===== config.mk =====
export PLATFORM = sky130hd
export DESIGN_NAME = key_autorepeat
export DESIGN_NICKNAME = d
export VERILOG_FILES = /design/src/rtl/key_autorepeat.sv
export SDC_FILE = /design/constraint.sdc
export NUM_CORES = 1
export LEC_CHECK = 0
export BUFFER_PORTS_ARGS = -buffer_cell sky130_fd_sc_hd__buf_2
export CORE_MARGIN = 3
export CORE_UTILIZATION = 65
export CTS_BUF_LIST = sky130_fd_sc_hd__clkbuf_2
export CTS_CLUSTER_DIAMETER = 150
export DETAILED_ROUTE_END_ITERATION = 6
export MAX_ROUTING_LAYER = met4
export PLACE_DENSITY = 0.82
export SLEW_MARGIN = 20
export SYNTH_ARGS = -nofsm -noshare
export SYNTH_HDL_FRONTEND = slang
export SYNTH_SLANG_ARGS = --single-unit

===== constraint.sdc =====
create_clock -name clk_i -period 4.7 [get_ports clk_i]
set_input_delay 0.235 -clock clk_i [delete_from_list [all_inputs] [get_ports clk_i]]
set_output_delay 0.235 -clock clk_i [all_outputs]
set_load 0.01 [all_outputs]

===== src/rtl/key_autorepeat.sv =====
// Turns a debounced key level into single-cycle action pulses, with a slow
// then fast auto-repeat while the key is held, and a pulse on release.
module key_autorepeat #(
    parameter int HOLD_CYCLES   = 25_000_000,
    parameter int REPEAT_CYCLES = 5_000_000,
    parameter int FAST_AFTER    = 8,
    parameter int FAST_CYCLES   = 1_250_000,
    parameter int CNT_W         = 25
) (
    input  logic clk_i,
    input  logic rst_i,
    input  logic key_i,
    output logic pulse_o,
    output logic repeating_o,
    output logic release_o
);

    localparam int RC_W = (FAST_AFTER < 2) ? 1 : $clog2(FAST_AFTER + 1);

    localparam logic [CNT_W-1:0] HOLD_T   = CNT_W'(HOLD_CYCLES);
    localparam logic [CNT_W-1:0] REPEAT_T = CNT_W'(REPEAT_CYCLES);
    localparam logic [CNT_W-1:0] FAST_T   = CNT_W'(FAST_CYCLES);
    localparam logic [RC_W-1:0]  FA_CNT   = RC_W'(FAST_AFTER);

    typedef enum logic [1:0] {IDLE, HOLD, SLOW, FAST} state_t;

    state_t            r_state;
    logic [CNT_W-1:0]  r_timer;
    logic [RC_W-1:0]   r_rcnt;
    logic              r_key_q;

    logic w_press;
    logic w_release;

    assign w_press   = key_i & ~r_key_q;
    assign w_release = ~key_i & r_key_q;

    // key_q resets high so a key held through reset must be released before
    // it can produce a press.
    always_ff @(posedge clk_i or posedge rst_i) begin
        if (rst_i) begin
            r_state     <= IDLE;
            r_timer     <= '0;
            r_rcnt      <= '0;
            r_key_q     <= 1'b1;
            pulse_o     <= 1'b0;
            repeating_o <= 1'b0;
            release_o   <= 1'b0;
        end else begin
            r_key_q   <= key_i;
            pulse_o   <= 1'b0;
            release_o <= 1'b0;
            if (r_state == IDLE) begin
                if (w_press) begin
                    pulse_o <= 1'b1;
                    r_timer <= CNT_W'(1);
                    r_state <= HOLD;
                end
            end else if (w_release) begin
                // Release wins over a timer expiry in the same cycle.
                release_o   <= 1'b1;
                r_timer     <= '0;
                r_rcnt      <= '0;
                repeating_o <= 1'b0;
                r_state     <= IDLE;
            end else begin
                case (r_state)
                    HOLD: begin
                        if (r_timer == HOLD_T) begin
                            pulse_o     <= 1'b1;
                            r_timer     <= CNT_W'(1);
                            r_rcnt      <= RC_W'(1);
                            repeating_o <= 1'b1;
                            r_state     <= (FAST_AFTER == 1) ? FAST : SLOW;
                        end else begin
                            r_timer <= r_timer + 1'b1;
                        end
                    end
                    SLOW: begin
                        if (r_timer == REPEAT_T) begin
                            pulse_o <= 1'b1;
                            r_timer <= CNT_W'(1);
                            // Count saturates; the expiry that finds it full
                            // is the last slow interval.
                            if (r_rcnt >= FA_CNT)
                                r_state <= FAST;
                            else
                                r_rcnt <= r_rcnt + 1'b1;
                        end else begin
                            r_timer <= r_timer + 1'b1;
                        end
                    end
                    FAST: begin
                        if (r_timer == FAST_T) begin
                            pulse_o <= 1'b1;
                            r_timer <= CNT_W'(1);
                        end else begin
                            r_timer <= r_timer + 1'b1;
                        end
                    end
                    default: begin
                        r_state <= IDLE;
                    end
                endcase
            end
        end
    end

endmodule

---- Word level (Yosys, flattened, before mapping) ----
Index checks and enable logic that the tools add are counted.
storage, ports and cells
  input port bits ......................... 3
  register bits after elaboration ......... 35
cells by class
  mux-type cells .......................... 31
  magnitude comparators ................... 1
  reduce and logical (&&, ||, !) cells .... 9
  equality and inequality tests ........... 14
  add/sub/neg operators ................... 2
  bitwise logic cells ..................... 5
operators by type and width
  operator                                                   count
  2-to-1 mux 25 bit                                          6
  case mux 25 bit (3 select lines)                           1
  adder 25 x 1 -> 25 bit (second input constant)             1
  == test 25 x 21 -> 1 bit (second input constant)           1
  == test 25 x 23 -> 1 bit (second input constant)           1
  == test 25 bit (second input constant)                     1
  2-to-1 mux 4 bit                                           4
  2-to-1 mux 2 bit                                           6
  inequality test 3 bit (second input constant)              4
  inequality test 4 bit (second input constant)              3
  2-to-1 mux 1 bit                                           11
  AND reduction 5 bit                                        2
  case mux 4 bit (2 select lines)                            1
  case mux 2 bit (3 select lines)                            1
  nonzero test 5 bit                                         1
  adder 4 x 1 -> 4 bit (second input constant)               1
  == test 2 bit (second input constant)                      2
  greater-or-equal comparator 4 bit (second input constant)  1
  nonzero test 2 bit                                         2
  inverter 1 bit                                             3
  case mux 1 bit (3 select lines)                            1
  AND reduction 3 bit                                        1
  nonzero test 3 bit                                         1
  bitwise AND 1 bit                                          2
  4 further kinds                                            4

---- Longest topological paths before layout ----
Gate-level depths: netlist (run 1).
  word-level depth ........................ 6
  mapped depth ............................ 9
  depth with buffers taken out ............ 7

---- Least setup slack after synthesis (run 1) ----
No wires, ideal clock.
  kind .................................... reg-to-reg
  start ................................... register r_timer[0]
  end ..................................... register r_timer[15]
  stages on the path, launching flop included .. 9
  period minus slack after synthesis ...... 2,301 ps
  slack ................................... 2,399 ps
  buffers on the path ..................... 1
  data required time ...................... 4,568 ps
  library setup time ...................... 132 ps
  data arrival time ....................... 2,169 ps
  path through ............................ dfrtp_1 > inv_1 > ha_1 > or4b_4 > nor4_4 > nand3_4 > a31oi_4 > buf_4 > a22oi_1
between the ends
  word-level cells in the longest chain between the ends .. 5
RTL lines
  what                                                  line        RTL
  start: declaration                                    28          logic [CNT_W-1:0] r_timer;
  start signal: assignment                              76          r_timer <= r_timer + 1'b1;
  start signal: assignment                              90          r_timer <= r_timer + 1'b1;
  start signal: assignment                              98          r_timer <= r_timer + 1'b1;
  adder 25 x 1 -> 25 bit, or another cell as far along  76, 90, 98
  2-to-1 mux 25 bit, on equally long branches           94, 69, 80
  case mux 25 bit (3 select lines) (*)                  67          case (r_state)
  2-to-1 mux 25 bit (*)                                 59          end else if (w_release) begin
  2-to-1 mux 25 bit (*)                                 53          if (r_state == IDLE) begin
Every way passes the cells marked *; elsewhere a longest branch is shown, timed or not.
A chain may end at the register's enable or synchronous reset.

---- Worst setup path in the final report (run 1) ----
  start ................................... register r_state[0]
  end ..................................... register r_timer[18]
between the ends
  word-level cells in the longest chain between the ends .. 4
RTL lines
  what                                                            line  RTL
  start: declaration                                              27    state_t r_state;
  start signal: assignment                                        74    r_state <= (FAST_AFTER == 1) ? FAST : SLOW;
  == test 2 bit / == test 2 x 1 -> 1 bit (equally long branches)  67
  case mux 25 bit (3 select lines)                                67
  2-to-1 mux 25 bit                                               59
  2-to-1 mux 25 bit                                               53
Parallel ways exist; a longest one is shown, timed or not.

==> impl_metrics.ini, run 1 <==
[cells_and_area]
final_util = 0.720
area_growth_pct = 4.28
n_fill_cell = 255
antennaDiodeCount = 0
fin_area_sq_um = 2440
drive_gt1_frac = 0.0725
layout.cells.non_filler = 308
num-nets-final = 272

[routing]
drtIter0Drc = 187
drtAntennaViolNets = 0
vias_per_cell = 6.77
first_pass_iters = 4
vias = 2084
wl_per_cell_um = 17.4
totalWireLength_um = 5350
drc = 0

[synth]
synth-main-ff-cell = dfrtp_1
syn-num-nets = 267
ys_seq_elements = 35
synth.most_common_cell = dfrtp_1
synth.avg_cell_area_sq_um = 9.14
ys_async_sr_fraction = 1.00
synth.distinct_cells = 54
synth_area_leaders = dfrtp_1, a21oi_1, ha_1
synth_top_area_share = 0.364
synth-seq-area-share = 0.375
synthTopCellsByCount = dfrtp_1, a21oi_1, nand4_1
synth_area_leader_cell = dfrtp_1
post_synth_inst_count = 256
synth_edf_count = 0
synthesis.area_sq_um = 2340
yosys_warnings = 0

[global_route]
grt_pass1_wl_um = 8980
grt_remaining_overflow = 0
grt_max_degree = 36
globalRouteMet2Util = 0.413
busiest_layer = met2
antenna_found_initial = 0
first_global_vias = 1885
met3_usage = 0.0629
grt_usage = 0.279
grt_use_met1 = 0.388

[power]
pwr-share-comb = 0.513
p_clk_frac = 0.131
p_int_mw = 0.513
p_per_area_nw_per_um2 = 419
peakVddDrop_v = 0.000474
p_leak_nw = 0.983
seq_power_share = 0.356
netSwitchingFraction = 0.497
power_switching_mw = 0.508

[clock_tree]
cts.clk_slew.worst_paths_ns = 0.19
clock-sinks = 35
clk_latency_ns = 0.40
cts_made_buffers = 5
htree_levels = 2
cts_buffer_depth = 2
cts_root_buffer = clkbuf_2
cts_resized = 0
post_cts_buffers = 0
tritoncts = done
cts_hold_buf = 2

[setup_path]
crit_type = reg -> reg
critical_path.max_fanout = 24
startpoint_type = flop
arrival_ns = 3.17
cp.required_ns = 4.90
crit_path_end_kind = flop

[floorplanning]
num_rows = 21
die_y_um = 66.0
die_area_sq_um = 4360
fp.dieW_um = 66.0
core-area_sq_um = 3390
io_pins = 6
start_util = 0.690

[timing]
slew_headroom = 0.238
rsz0062_at_grt = false
period_share = 0.631
fin_crit_ns = 2.97
final.setup.tns_ns = 0
tightest_slew_ns = 1.13
hold_viol = 0
setup_viol = 0
slew_violations = 0
finalClockSkew_ns = 0.0293
fmax_ghz = 0.337

[placed_design]
hpwl_um = 3760
placed_area_sq_um = 2380
place.gp.congestion = 0.926
io_buffers = 5
dp.cells = 298

[run]
maxCapViolations = 0

[run_status]
status = finished, final reports clean

[min_path]
hold_class = in -> async
-- cells in the final DEF (no fill, tap or decap), types with 3 or more instances in the layout --
| master | count |
|---|---|
| clkbuf_2 | 6 |
| buf_2 | 5 |
| and4_1 | 3 |
| nor4_1 | 10 |
| nand2_1 | 15 |
| inv_1 | 12 |
| and3_1 | 5 |
| dfrtp_1 | 34 |
| a21oi_1 | 25 |
| a22oi_1 | 10 |
| o31ai_1 | 3 |
| nor2_1 | 11 |
| and2_1 | 4 |
| or3_1 | 7 |
| nand4_1 | 16 |
| o21ai_0 | 5 |
| ha_1 | 8 |
| or4_1 | 4 |
| xor2_1 | 9 |
| nand2b_1 | 6 |
| xnor2_1 | 8 |
| nor3_1 | 6 |
| nand3_1 | 11 |
-- final timing paths --
path | start | end | slack (ns) | cells after the start
setup / recovery | r_state[0]$_DFFE_PP0P_ | r_timer[18]$_DFFE_PP0P_ | 1.73 | 7
hold / removal | rst_i | r_timer[19]$_DFFE_PP0P_ | 0.43 | 4
setup reg to reg | r_state[0]$_DFFE_PP0P_ | r_timer[18]$_DFFE_PP0P_ | 1.73 | 7
hold reg to reg | repeating_o$_DFFE_PP0P_ | repeating_o$_DFFE_PP0P_ | 0.53 | 2
max in group asynchronous | rst_i | r_key_q$_DFF_PP1_ | 3.90 | 4
min in group clk_i | repeating_o$_DFFE_PP0P_ | repeating_o$_DFFE_PP0P_ | 0.53 | 2
-- final cells by class --
class                      instances  area (sq um)  share of cell area
clock buffer                       6          30.0              0.0123
clock inverter                     2          7.51             0.00308
inverter                          12          45.0              0.0185
multi-input combinational        199          1370               0.562
sequential                        35           877               0.359
tap                               46          57.6              0.0236
timing repair buffer               8          52.6              0.0215
-- flip-flops by register name, summed over array words and instances, names as in the netlist --
register	cells
r_rcnt	4
release_o	1
r_key_q	1
r_timer	25
r_state	2
repeating_o	1
pulse_o	1
-- power by group through the flow --
| stage | sequential [mW] | combinational, mW | clock (mW) |
|---|---|---|---|
| 5_1_grt | 0.369 | 0.569 | 0.148 |
| 4_1_cts | 0.363 | 0.515 | 0.136 |
| 2_1_floorplan | 0.364 | 0.418 | 0 |
| 6_report | 0.364 | 0.523 | 0.134 |
| 3_5_place_dp | 0.369 | 0.510 | 0 |
| 3_3_place_gp | 0.366 | 0.505 | 0 |
-- worst max-delay path, stage by stage, from the launching register on --
cell,delay [ns]
dfrtp_1,0.47
inv_1,0.16
ha_1,0.51
inv_1,0.25
nand3_1,0.36
nand2_1,0.18
a31oi_4,0.63
a22oi_1,0.23
-- logic make-up (layout without fill, tap and decap cells) --
family / Yosys count / after routing / synth area share
compound gates: 63 / 63 / 0.187
xor+xnor: 17 / 17 / 0.0636
buf+inv: 22 / 28 / 0.0396
flops: 35 / 35 / 0.375
simple gates: 111 / 111 / 0.292
fa+ha+maj: 8 / 8 / 0.0428
-- routing by layer --
metal | up-vias | share of wire
li1 | 990 | -
met1 | 1008 | 0.46
met2 | 78 | 0.47
met3 | 8 | 0.061
met4 | 0 | 0.013
met5 | - | 0
-- through the flow --
| stage | total power, mW | setup slack, ns | hold slack [ns] |
|---|---|---|---|
| 2_1_floorplan | 0.782 | 2.40 | 0.239 |
| 3_3_place_gp | 0.871 | 1.94 | 0.344 |
| 3_5_place_dp | 0.879 | 1.80 | 0.348 |
| 4_1_cts | 1.01 | 1.78 | 0.453 |
| 5_1_grt | 1.09 | 1.52 | 0.470 |
| 6_report | 1.02 | 1.73 | 0.434 |
No activity file was read; power rests on OpenSTA's default activity.
==> run 2, diff against run 1 <==
Settings changed: CORE_UTILIZATION 65 to 58, PLACE_DENSITY 0.82 to 0.78.
Clock period 4.7 ns to 2.6 ns, I/O delays scaled along.
==> run 2 against run 1 <==
Clock skew is 0.00075 ns higher. Register-to-register slack worse by 1.6 ns. Clock power grew to 2.7 times the previous value. Flip-flop and latch count stayed put. Sequential power is 80% higher. Worst setup slack worse by 1.6 ns.
==> impl_metrics.ini, run 2 (synthesized netlist as in run 1, its figures left out) <==
[timing]
slew_headroom = 0.512
final.setup.tns_ns = 0
hold_viol = 0
period_share = 0.932
tightest_slew_ns = 0.731
whs_ns = 0.352
finalClockSkew_ns = 0.0301
setup_viol = 0
rsz0062_at_grt = false
slew_violations = 0
fin_crit_ns = 2.42
fmax_ghz = 0.413

[global_route]
first_global_vias = 1999
grt_pass1_wl_um = 9890
grt_remaining_overflow = 0
grt_max_degree = 25
antenna_found_initial = 0
grt_usage = 0.261

[placed_design]
hpwl_um = 4120
place.gp.congestion = 0.966
io_buffers = 5
dp.cells = 312

[power]
p_leak_nw = 1.06
finalPower_mw = 2.13
p_per_area_nw_per_um2 = 823
peakVddDrop_v = 0.000361

[routing]
vias = 2091
drtAntennaViolNets = 0
drtIter0Drc = 239
first_pass_iters = 4
drc = 0
wl_per_cell_um = 17.7
totalWireLength_um = 5710
vias_per_cell = 6.49

[floorplanning]
io_pins = 6
die_y_um = 69.5
fp.dieW_um = 69.5
die_area_sq_um = 4830
start_util = 0.620
core-area_sq_um = 3770
num_rows = 22

[clock_tree]
cts_made_buffers = 5
cts_root_buffer = clkbuf_2
tritoncts = done
cts.clk_slew.worst_paths_ns = 0.19
clk_latency_ns = 0.40
cts_buffer_depth = 2
clock-sinks = 35
htree_levels = 2

[setup_path]
arrival_ns = 2.69
path_buf_inv = 2
crit_type = reg -> reg
path_cells = inv_1, ha_1, or4b_4, nor4_4, nand3_4, a31oi_4, buf_4, a22oi_1
cp_slowest_stage_delay_ns = 0.50
critical_path.max_fanout = 10
cp.required_ns = 2.87
crit_path_end_kind = flop
crit_family = simple AND/OR/NAND/NOR gates
slowest_stage = or4b_4
startpoint_type = flop

[cells_and_area]
largest_reg_flops = 25
top_register = r_timer
final_common_cell = dfrtp_1
num-nets-final = 284
layout.cells.non_filler = 322
final_cell_mix = dfrtp_1, a21oi_1, nand4_1
area_growth_pct = 10.4
reg_top3 = r_timer: 25 flops, r_rcnt: 4 flops, r_state: 2 flops
antennaDiodeCount = 0
drive_gt1_frac = 0.135

[run]
maxCapViolations = 0

[run_status]
status = finished, final reports clean

[min_path]
hold_class = in -> async
==> run 2: final timing paths <==
check,slack [ns],end,startpoint,depth (start not counted)
max in group asynchronous,1.48,r_key_q$_DFF_PP1_,rst_i,4
max reg2reg,0.18,r_timer[21]$_DFFE_PP0P_,r_timer[0]$_DFFE_PP0P_,8
min,0.35,repeating_o$_DFFE_PP0P_,rst_i,3
min in group clk_i,0.40,r_key_q$_DFF_PP1_,key_i,2
max,0.18,r_timer[21]$_DFFE_PP0P_,r_timer[0]$_DFFE_PP0P_,8
min reg2reg,0.58,r_timer[0]$_DFFE_PP0P_,r_timer[0]$_DFFE_PP0P_,1
==> run 2: report_power, final <==
part	switching (mW)	leakage, nW	total, mW	internal [mW]
clock network	0.187	0.0432	0.358	0.171
registers	0.0556	0.478	0.657	0.601
logic	0.729	0.538	1.11	0.382
==> run 2: what timing repair did <==
action,CTS,global route
setup endpoints to repair,0,21
buffers inserted,0,0
hold buffers,2,0
hold endpoints to repair,19,0
gates resized for setup,0,4
==> run 2: routing by layer <==
layer / up-vias / part of all wire / track usage
met1: 1008 / 0.46 / 0.358
li1: 1010 / - / -
met2: 56 / 0.47 / 0.380
met5: - / 0 / -
met4: 0 / 0.025 / 0.0998
met3: 17 / 0.049 / 0.0536
==> run 2: metrics by stage <==
stage               utilization  cell area, sq um  setup slack [ns]
floorplan                     -              2340             0.299
global placement          0.656              2470             0.202
detailed placement        0.656              2470             0.158
CTS                       0.679              2560            0.0810
global route              0.685              2580           0.00344
finish                    0.685              2580             0.178
==> run 2: worst register-to-register path, stage by stage (launching register included) <==
cell and delay, ns:
dfrtp_1 0.45, inv_1 0.11, ha_1 0.14, or4b_4 0.50
nor4_4 0.36, nand3_4 0.18, a31oi_4 0.25, buf_4 0.20
a22oi_1 0.10
==> run 2: area by class of cell <==
type                    instances  area (sq um)
repair buffers                 20           143
flip-flops and latches         35           877
clock inverters                 1          30.0
clock buffers                   7          35.0
inverters                      12          45.0
well taps                      48          60.1
fillers                       313          1190
multi-input cells             199          1390
